**config.mk**
```make
export PLATFORM = sky130hd
export DESIGN_NAME = wb_bus_fabric
export DESIGN_NICKNAME = d
export VERILOG_FILES = /design/src/rtl/wb_bus_fabric.sv
export SDC_FILE = /design/constraint.sdc
export NUM_CORES = 1
export LEC_CHECK = 0
export ABC_AREA = 1
export BUFFER_PORTS_ARGS = -buffer_cell sky130_fd_sc_hd__buf_2
export CAP_MARGIN = 20
export CELL_PAD_IN_SITES_DETAIL_PLACEMENT = 0
export CELL_PAD_IN_SITES_GLOBAL_PLACEMENT = 1
export CORE_AREA = 2 2 333 335
export DETAILED_ROUTE_END_ITERATION = 16
export DIE_AREA = 0 0 335 337
export GPL_TIMING_DRIVEN = 1
export PLACE_DENSITY_LB_ADDON = 0.1
export SLEW_MARGIN = 20
export SYNTH_ARGS = -nofsm -noshare
export SYNTH_HDL_FRONTEND = slang
export SYNTH_SLANG_ARGS = --single-unit
```
**constraint.sdc**
```tcl
create_clock -name wb_clk_i -period 1.6 [get_ports wb_clk_i]
set_input_delay 0.16 -clock wb_clk_i [delete_from_list [all_inputs] [get_ports wb_clk_i]]
set_output_delay 0.16 -clock wb_clk_i [all_outputs]
set_load 0.01 [all_outputs]
```
**src/rtl/wb_bus_fabric.sv**
```systemverilog
// Wishbone B4 classic fabric: round-robin master arbiter, base/mask slave decoder
// and bus watchdog. Unmapped addresses and hung slaves are answered with err.
module wb_bus_fabric #(
   parameter int N_MASTERS = 2,
   parameter int N_SLAVES  = 6,
   parameter int ADDR_W    = 32,
   parameter int DATA_W    = 32,
   parameter logic [N_SLAVES*ADDR_W-1:0] SLV_BASE = '0,
   parameter logic [N_SLAVES*ADDR_W-1:0] SLV_MASK = '0,
   parameter int TIMEOUT   = 255
) (
   input  logic                            wb_clk_i,
   input  logic                            wb_rst_i,
   input  logic [N_MASTERS*ADDR_W-1:0]     m_adr_i,
   input  logic [N_MASTERS*DATA_W-1:0]     m_dat_i,
   input  logic [N_MASTERS*DATA_W/8-1:0]   m_sel_i,
   input  logic [N_MASTERS-1:0]            m_we_i,
   input  logic [N_MASTERS-1:0]            m_cyc_i,
   input  logic [N_MASTERS-1:0]            m_stb_i,
   output logic [N_MASTERS*DATA_W-1:0]     m_dat_o,
   output logic [N_MASTERS-1:0]            m_ack_o,
   output logic [N_MASTERS-1:0]            m_err_o,
   output logic [N_MASTERS-1:0]            m_rty_o,
   output logic [N_SLAVES*ADDR_W-1:0]      s_adr_o,
   output logic [N_SLAVES*DATA_W-1:0]      s_dat_o,
   output logic [N_SLAVES*DATA_W/8-1:0]    s_sel_o,
   output logic [N_SLAVES-1:0]             s_we_o,
   output logic [N_SLAVES-1:0]             s_cyc_o,
   output logic [N_SLAVES-1:0]             s_stb_o,
   input  logic [N_SLAVES*DATA_W-1:0]      s_dat_i,
   input  logic [N_SLAVES-1:0]             s_ack_i,
   input  logic [N_SLAVES-1:0]             s_err_i,
   input  logic [N_SLAVES-1:0]             s_rty_i,
   output logic                            timeout_o
);
   localparam int SEL_W = DATA_W / 8;
   localparam int GW    = (N_MASTERS > 1) ? $clog2(N_MASTERS) : 1;
   localparam int SW    = (N_SLAVES > 1) ? $clog2(N_SLAVES) : 1;

   typedef enum logic {IDLE, BUSY} state_t;

   state_t            state_q;
   logic [GW-1:0]     gnt_q, rr_q, pick, cand;
   logic [15:0]       wdog_q;
   logic              miss_err_q, wd_fire_q, wd_block_q;

   logic              busy;
   logic [ADDR_W-1:0] g_adr;
   logic [DATA_W-1:0] g_dat;
   logic [SEL_W-1:0]  g_sel;
   logic              g_we, g_cyc, g_stb;
   logic [SW-1:0]     slv_idx;
   logic              slv_hit;
   logic              resp_en, r_ack, r_err, r_rty, stall;

   assign busy      = (state_q == BUSY);
   assign timeout_o = wd_fire_q;

   always_comb begin
      g_adr = m_adr_i[int'(gnt_q)*ADDR_W +: ADDR_W];
      g_dat = m_dat_i[int'(gnt_q)*DATA_W +: DATA_W];
      g_sel = m_sel_i[int'(gnt_q)*SEL_W +: SEL_W];
      g_we  = m_we_i[gnt_q];
      g_cyc = m_cyc_i[gnt_q];
      g_stb = m_stb_i[gnt_q];
   end

   // Scan downward from the rr pointer's furthest offset so the nearest requester wins.
   always_comb begin
      pick = rr_q;
      cand = '0;
      for (int i = N_MASTERS - 1; i >= 0; i--) begin
         cand = GW'((int'(rr_q) + i) % N_MASTERS);
         if (m_cyc_i[cand]) pick = cand;
      end
   end

   always_comb begin
      slv_hit = 1'b0;
      slv_idx = '0;
      for (int k = N_SLAVES - 1; k >= 0; k--) begin
         if ((g_adr & SLV_MASK[k*ADDR_W +: ADDR_W]) == SLV_BASE[k*ADDR_W +: ADDR_W]) begin
            slv_hit = 1'b1;
            slv_idx = SW'(k);
         end
      end
   end

   // After the watchdog fires the slave stays cut off until the master drops stb,
   // so a late response cannot leak into the next transfer.
   always_comb begin
      resp_en = busy && g_cyc && g_stb && slv_hit && !wd_block_q;
      r_err   = resp_en && s_err_i[slv_idx];
      r_ack   = resp_en && s_ack_i[slv_idx] && !s_err_i[slv_idx];
      r_rty   = resp_en && s_rty_i[slv_idx] && !s_err_i[slv_idx];
      stall   = resp_en && !(s_ack_i[slv_idx] || s_err_i[slv_idx] || s_rty_i[slv_idx]);
   end

   always_comb begin
      s_adr_o = {N_SLAVES{g_adr}};
      s_dat_o = {N_SLAVES{g_dat}};
      s_sel_o = {N_SLAVES{g_sel}};
      s_we_o  = {N_SLAVES{g_we}};
      s_cyc_o = '0;
      s_stb_o = '0;
      m_dat_o = '0;
      m_ack_o = '0;
      m_err_o = '0;
      m_rty_o = '0;
      if (busy && g_cyc && slv_hit && !wd_block_q) begin
         s_cyc_o[slv_idx] = 1'b1;
         s_stb_o[slv_idx] = g_stb;
      end
      if (busy && g_cyc && slv_hit)
         m_dat_o[int'(gnt_q)*DATA_W +: DATA_W] = s_dat_i[int'(slv_idx)*DATA_W +: DATA_W];
      m_ack_o[gnt_q] = r_ack;
      m_err_o[gnt_q] = r_err || miss_err_q || wd_fire_q;
      m_rty_o[gnt_q] = r_rty;
   end

   always_ff @(posedge wb_clk_i) begin
      if (wb_rst_i) begin
         state_q    <= IDLE;
         gnt_q      <= '0;
         rr_q       <= '0;
         wdog_q     <= '0;
         miss_err_q <= 1'b0;
         wd_fire_q  <= 1'b0;
         wd_block_q <= 1'b0;
      end else begin
         miss_err_q <= busy && g_cyc && g_stb && !slv_hit && !miss_err_q;
         wd_fire_q  <= 1'b0;
         if (stall) begin
            if (wdog_q == 16'(TIMEOUT - 1)) begin
               wdog_q     <= '0;
               wd_fire_q  <= 1'b1;
               wd_block_q <= 1'b1;
            end else begin
               wdog_q <= wdog_q + 16'd1;
            end
         end else begin
            wdog_q <= '0;
         end
         if (wd_block_q && !wd_fire_q && !(busy && g_cyc && g_stb))
            wd_block_q <= 1'b0;
         case (state_q)
            IDLE: if (|m_cyc_i) begin
               state_q <= BUSY;
               gnt_q   <= pick;
            end
            BUSY: if (!g_cyc) begin
               state_q <= IDLE;
               rr_q    <= (int'(gnt_q) == N_MASTERS - 1) ? '0 : gnt_q + GW'(1);
            end
            default: state_q <= IDLE;
         endcase
      end
   end
endmodule

```
-- Word-level counts from Yosys, hierarchy flattened
Cells that the tools add are included.
- register bits: 21
- latch bits: 0
- memory bits (writable): 0
- ROM bits: 0
- bits of input ports: 354
- output and inout bits: 497
- word-level logic and storage cells: 77
- memories: 0
- add/subtract/negate cells: 4
- $mul: 0
- divide/modulo/power cells: 0
- $lt $le $gt $ge: 4
- equality and inequality tests: 1
- shifts and indexed selects: 5
- muxes and demuxes: 22
- bitwise gates (word level): 7
- reductions and logical operators: 28
- operators with widths (operator ; count):
    indexed part select 64 x 7 -> 32 bit ; 2
    AND 64 bit ; 1
    2-to-1 mux 64 bit ; 1
    variable shift 32 x 33 -> 64 bit (first input constant) ; 1
    indexed part select 32 x 33 -> 64 bit ; 1
    negation 6 -> 33 bit ; 1
    2-to-1 mux 1 bit ; 19
    adder 16 x 1 -> 16 bit (second input constant) ; 1
    equality test 16 x 8 -> 1 bit (second input constant) ; 1
    logical AND 1 bit ; 13
    indexed part select 8 x 4 -> 4 bit ; 1
    AND 2 bit ; 3
    < comparator 1 x 2 -> 1 bit (second input constant) ; 3
    AND reduction 2 bit ; 3
    OR reduction 2 bit ; 3
    logical NOT 1 bit ; 5
    logical OR 1 bit ; 3
    inverter 1 bit ; 3
    OR reduction 3 bit ; 1
    adder 1 bit (second input constant) ; 2
    one-hot mux 1 bit (2 select lines) ; 1
    demux 1 bit (select 1 bit) ; 1
    >= comparator 1 bit (second input constant) ; 1

-- Depth between registers and ports, before layout
- depth after elaboration: 8
- gate-level depth with buffers: 10
- mapped depth without buffers: 9

-- Least setup slack after synthesis
OpenSTA, ideal clock, no wires.
- kind: register to output
- from: reg gnt_q
- to: out s_adr_o[102]
- arrival time: 1.325 ns
- data required time: 1.440 ns
- path slack: 0.115 ns
- cell stages (with the launch flop): 6
- path buffers: 3
- cells stage by stage: dfxtp_1 -> clkbuf_1 -> buf_1 -> nand2_1 -> nand2_1 -> buf_4
- longest elaborated chain between the ends: 1
- ends and longest elaborated chain (element ; RTL line ; RTL):
    from (decl) ; 43 ; logic [GW-1:0] gnt_q, rr_q, pick, cand;
    from (signal assigned) ; 149 ; gnt_q <= pick;
    indexed part select 64 x 7 -> 32 bit ; 60 ; g_adr = m_adr_i[int'(gnt_q)*ADDR_W +: ADDR_W];
    to (decl) ; 24 ; output logic [N_SLAVES*ADDR_W-1:0] s_adr_o,
No other way between the ends.

-- Final worst setup path
- from: reg gnt_q
- to: out m_dat_o[24]
- longest elaborated chain between the ends: 4
- elaborated cells between the ends (all ways): 8
- those cells by class: add/sub: 1; shift: 2; mux: 3; bitwise: 1; reduce/logical: 1
- ends and longest elaborated chain (element ; RTL line ; RTL):
    negation 6 -> 33 bit / 2-to-1 mux 1 bit (equally long branches) ; 115, 64 ;
    indexed part select 32 x 33 -> 64 bit (tied with other cells) ; 115 ; m_dat_o[int'(gnt_q)*DATA_W +: DATA_W] = s_dat_i[int'(slv_idx)*DATA_W +: DATA_W];
    AND 64 bit (no line) / logical AND 1 bit (equally long branches) ; - ;
    2-to-1 mux 64 bit (*) ; 114 ; if (busy && g_cyc && slv_hit)
    to (decl) ; 20 ; output logic [N_MASTERS*DATA_W-1:0] m_dat_o,
Mark *: on every way between the ends. The rest lies on a longest branch, timed or not. The select of a mux whose other input is x is not followed.

==> key figures <==
Power
  • LEAKAGE: 4.62 nW
  • Pwr Density: 456 nW/um2
  • VDD IR max: 0.000277 V
  • Total power: 3.99 mW

Die
  • # rows: 122
  • Die X: 335 um
  • I/O pin cnt: 851
  • Core area: 110000 um2
  • Initial Utilization: 0.0457
  • Die footprint: 113000 um2
  • Die Span Y: 337 um

Worst setup path
  • Most common cell on crit path: nand2_4
  • Worst path max stage delay: 400 ps
  • Critical path required time: 1440 ps
  • Buf/Inv on CP: 5
  • Setup CP Type: reg2out
  • Critical-path top delay cell: dfxtp_4
  • CP Launch Type: flip-flop
  • Worst-path cell chain: inv_8, nand2_4, nand2_4, nand2_4, inv_4, nand2_4, buf_12, buf_12, nor2_4, buf_6
  • Worst r2r src: gnt_q$_SDFFE_PP0P_
  • Data arrival time of the worst path: 1580 ps
  • Worst Setup End Kind: output port
  • Worst-path fanout max: 7
  • Family with the most delay on the worst path: buffers and inverters
  • Worst Setup SP: gnt_q$_SDFFE_PP0P_

Layout
  • Most common cell after layout, fill and taps aside: buf_2
  • Most frequent cells in the layout: buf_2, nand2_1, nor2_1
  • Area growth, synth to finish: 74.6%
  • Fin nets: 1564
  • Share of cells above drive strength 1: 0.678
  • Ant. Diodes: 0
  • Post-route cell area: 8730 um2

Route
  • Drt initial violations: 114
  • DRC Markers: 0
  • Wirelength, routed: 31.1 mm
  • 1st-pass router iterations: 4
  • Routed wire length per instance: 11.8 um
  • Vias per inst: 2.20
  • Via count of the routed design: 5799
  • Antenna Nets Post-Route: 0

Min path
  • Hold crit path type: in2reg
  • Hold Path Origin: wb_rst_i

Clock network
  • TritonCTS clock tree: done
  • Sink Count: 21
  • CTS buffer count: 3
  • Clock slew at the register clock pins of the worst setup and hold paths: 70 ps
  • Clock Tree Buf Depth: 2
  • Worst-Skew Late Latency: 270 ps
  • Htree depth: 1
  • Root Buffer: clkbuf_16

Outcome
  • Outcome: complete, but fails checks
  • Failing checks: negative setup slack

Timing
  • Fin Hold WS: 144 ps
  • Final Hold Fails: 0
  • Setup Viol. Count Final: 366
  • Tmin final: 1740 ps
  • Final setup TNS: -18460 ps
  • Clock Skews: 5.54 ps
  • RSZ-0062 raised after global routing: yes
  • Final-report max-slew violation count: 0
  • Final period util: 1.09
  • Setup WS post-layout: -144 ps
  • Max frequency: 573 MHz

Synth
  • Synthesized area per cell: 5.91 um2
  • Seq cells post-synth: 21
  • Synth Instances: 847
  • Top FF cell, synth: dfxtp_1
  • Fraction of registers with async set/reset: 0
  • Area of the mapped netlist: 5000 um2
  • Post-synthesis cell type count: 26
  • Synth warn: 0
  • Sequential fraction of the synthesis area: 0.0840
  • Post-synth EDFFs: 0

Placed design
  • DP Worst Slack: -233 ps
  • Detailed Place HPWL: 26.6 mm
  • Port Buf Inserts: 665
  • GPL Wtd Cong: 0.643
  • Dpl cell area: 7980 um2

Global routing
  • GRT Total Usage: 0.0470
  • Vias in the first global route: 5252
  • First-pass GRT wire length: 38.3 mm
  • Largest net degree at the start of global routing: 35
  • Gr ovfl total: 0
  • Antenna violations before repair: 6

Flow run
  • Max Cap Viol: 0
## final cells by class
class	count	area, um2
clock inverters	1	5.00
repair buffers	726	4250
well taps	1426	1780
flip-flops and latches	21	424
fillers	13100	101000
clock buffers	3	75.1
multi-input cells	399	1980
inverters	57	224
## worst register-to-register path: stages, from the launching register on
cell and delay (ps):
dfxtp_4 440, inv_8 70, nand2_1 100, o21ai_4 80, buf_6 130, nor3_4 240
nand2_2 100, buf_12 160, a21oi_1 130
## registers in the layout (all words and copies together), names as in the netlist
name	cells
busy	1
gnt_q	1
rr_q	1
timeout_o	1
wd_block_q	1
wdog_q	16
## cells by family after synthesis
family | count (synthesis) | synth area share
buf+inv | 436 | 0.597
simple gates | 360 | 0.279
flops | 21 | 0.0840
compound gates | 20 | 0.0225
xor+xnor | 7 | 0.0123
fa+ha+maj | 2 | 0.00500
other cells | 1 | 0.000749
## report_power, final
| part | switching [mW] | internal (mW) | total, mW | leakage [nW] |
|---|---|---|---|---|
| Sequential | 0.0130 | 0.528 | 0.541 | 0.170 |
| Clock | 0.242 | 0.338 | 0.580 | 0.0409 |
| Combinational | 1.67 | 1.19 | 2.87 | 4.41 |
## repair_timing
action / CTS / global route
pin swaps: 13 / 5
hold buffers: 0 / 0
gates resized for setup: 60 / 96
setup buffers: 2 / 1
endpoints found under the hold margin: 0 / 0
cloned: 2 / 3
endpoints found under the setup margin: 488 / 498
## synthesized netlist by cell type, drive strengths merged (3+ instances only)
library cell,count,area share
xnor2,3,0.0053
a21oi,12,0.013
xor2,4,0.0070
inv,57,0.043
nor2,99,0.075
o21ai,6,0.0068
clkbuf,13,0.0098
nor3,5,0.0073
buf,366,0.54
nand3,11,0.012
dfxtp,21,0.084
nand2,244,0.18
## metal layers
| layer | global-route usage | part of all wire |
|---|---|---|
| met2 | 0.0946 | 0.54 |
| met1 | 0.0509 | 0.39 |
| met5 | 0 | 0.00087 |
| met4 | 0.00601 | 0.0048 |
| met3 | 0.00937 | 0.065 |
## path summary, 6_finish.rpt
check,to,slack [ps],cells after the start
max,m_dat_o[24],-140,10
min reg2reg,wdog_q[0]$_SDFF_PP0_,470,1
min,gnt_q$_SDFFE_PP0P_,140,2
max reg2reg,wdog_q[9]$_SDFF_PP0_,90,8
## through the flow
stage,instances,utilization
floorplan,856,-
global placement,2622,0.0728
finish,2633,0.0797
global route,2633,0.0797
CTS,2630,0.0761
detailed placement,2622,0.0728
Note: power is estimated with default switching activity, not from simulation.
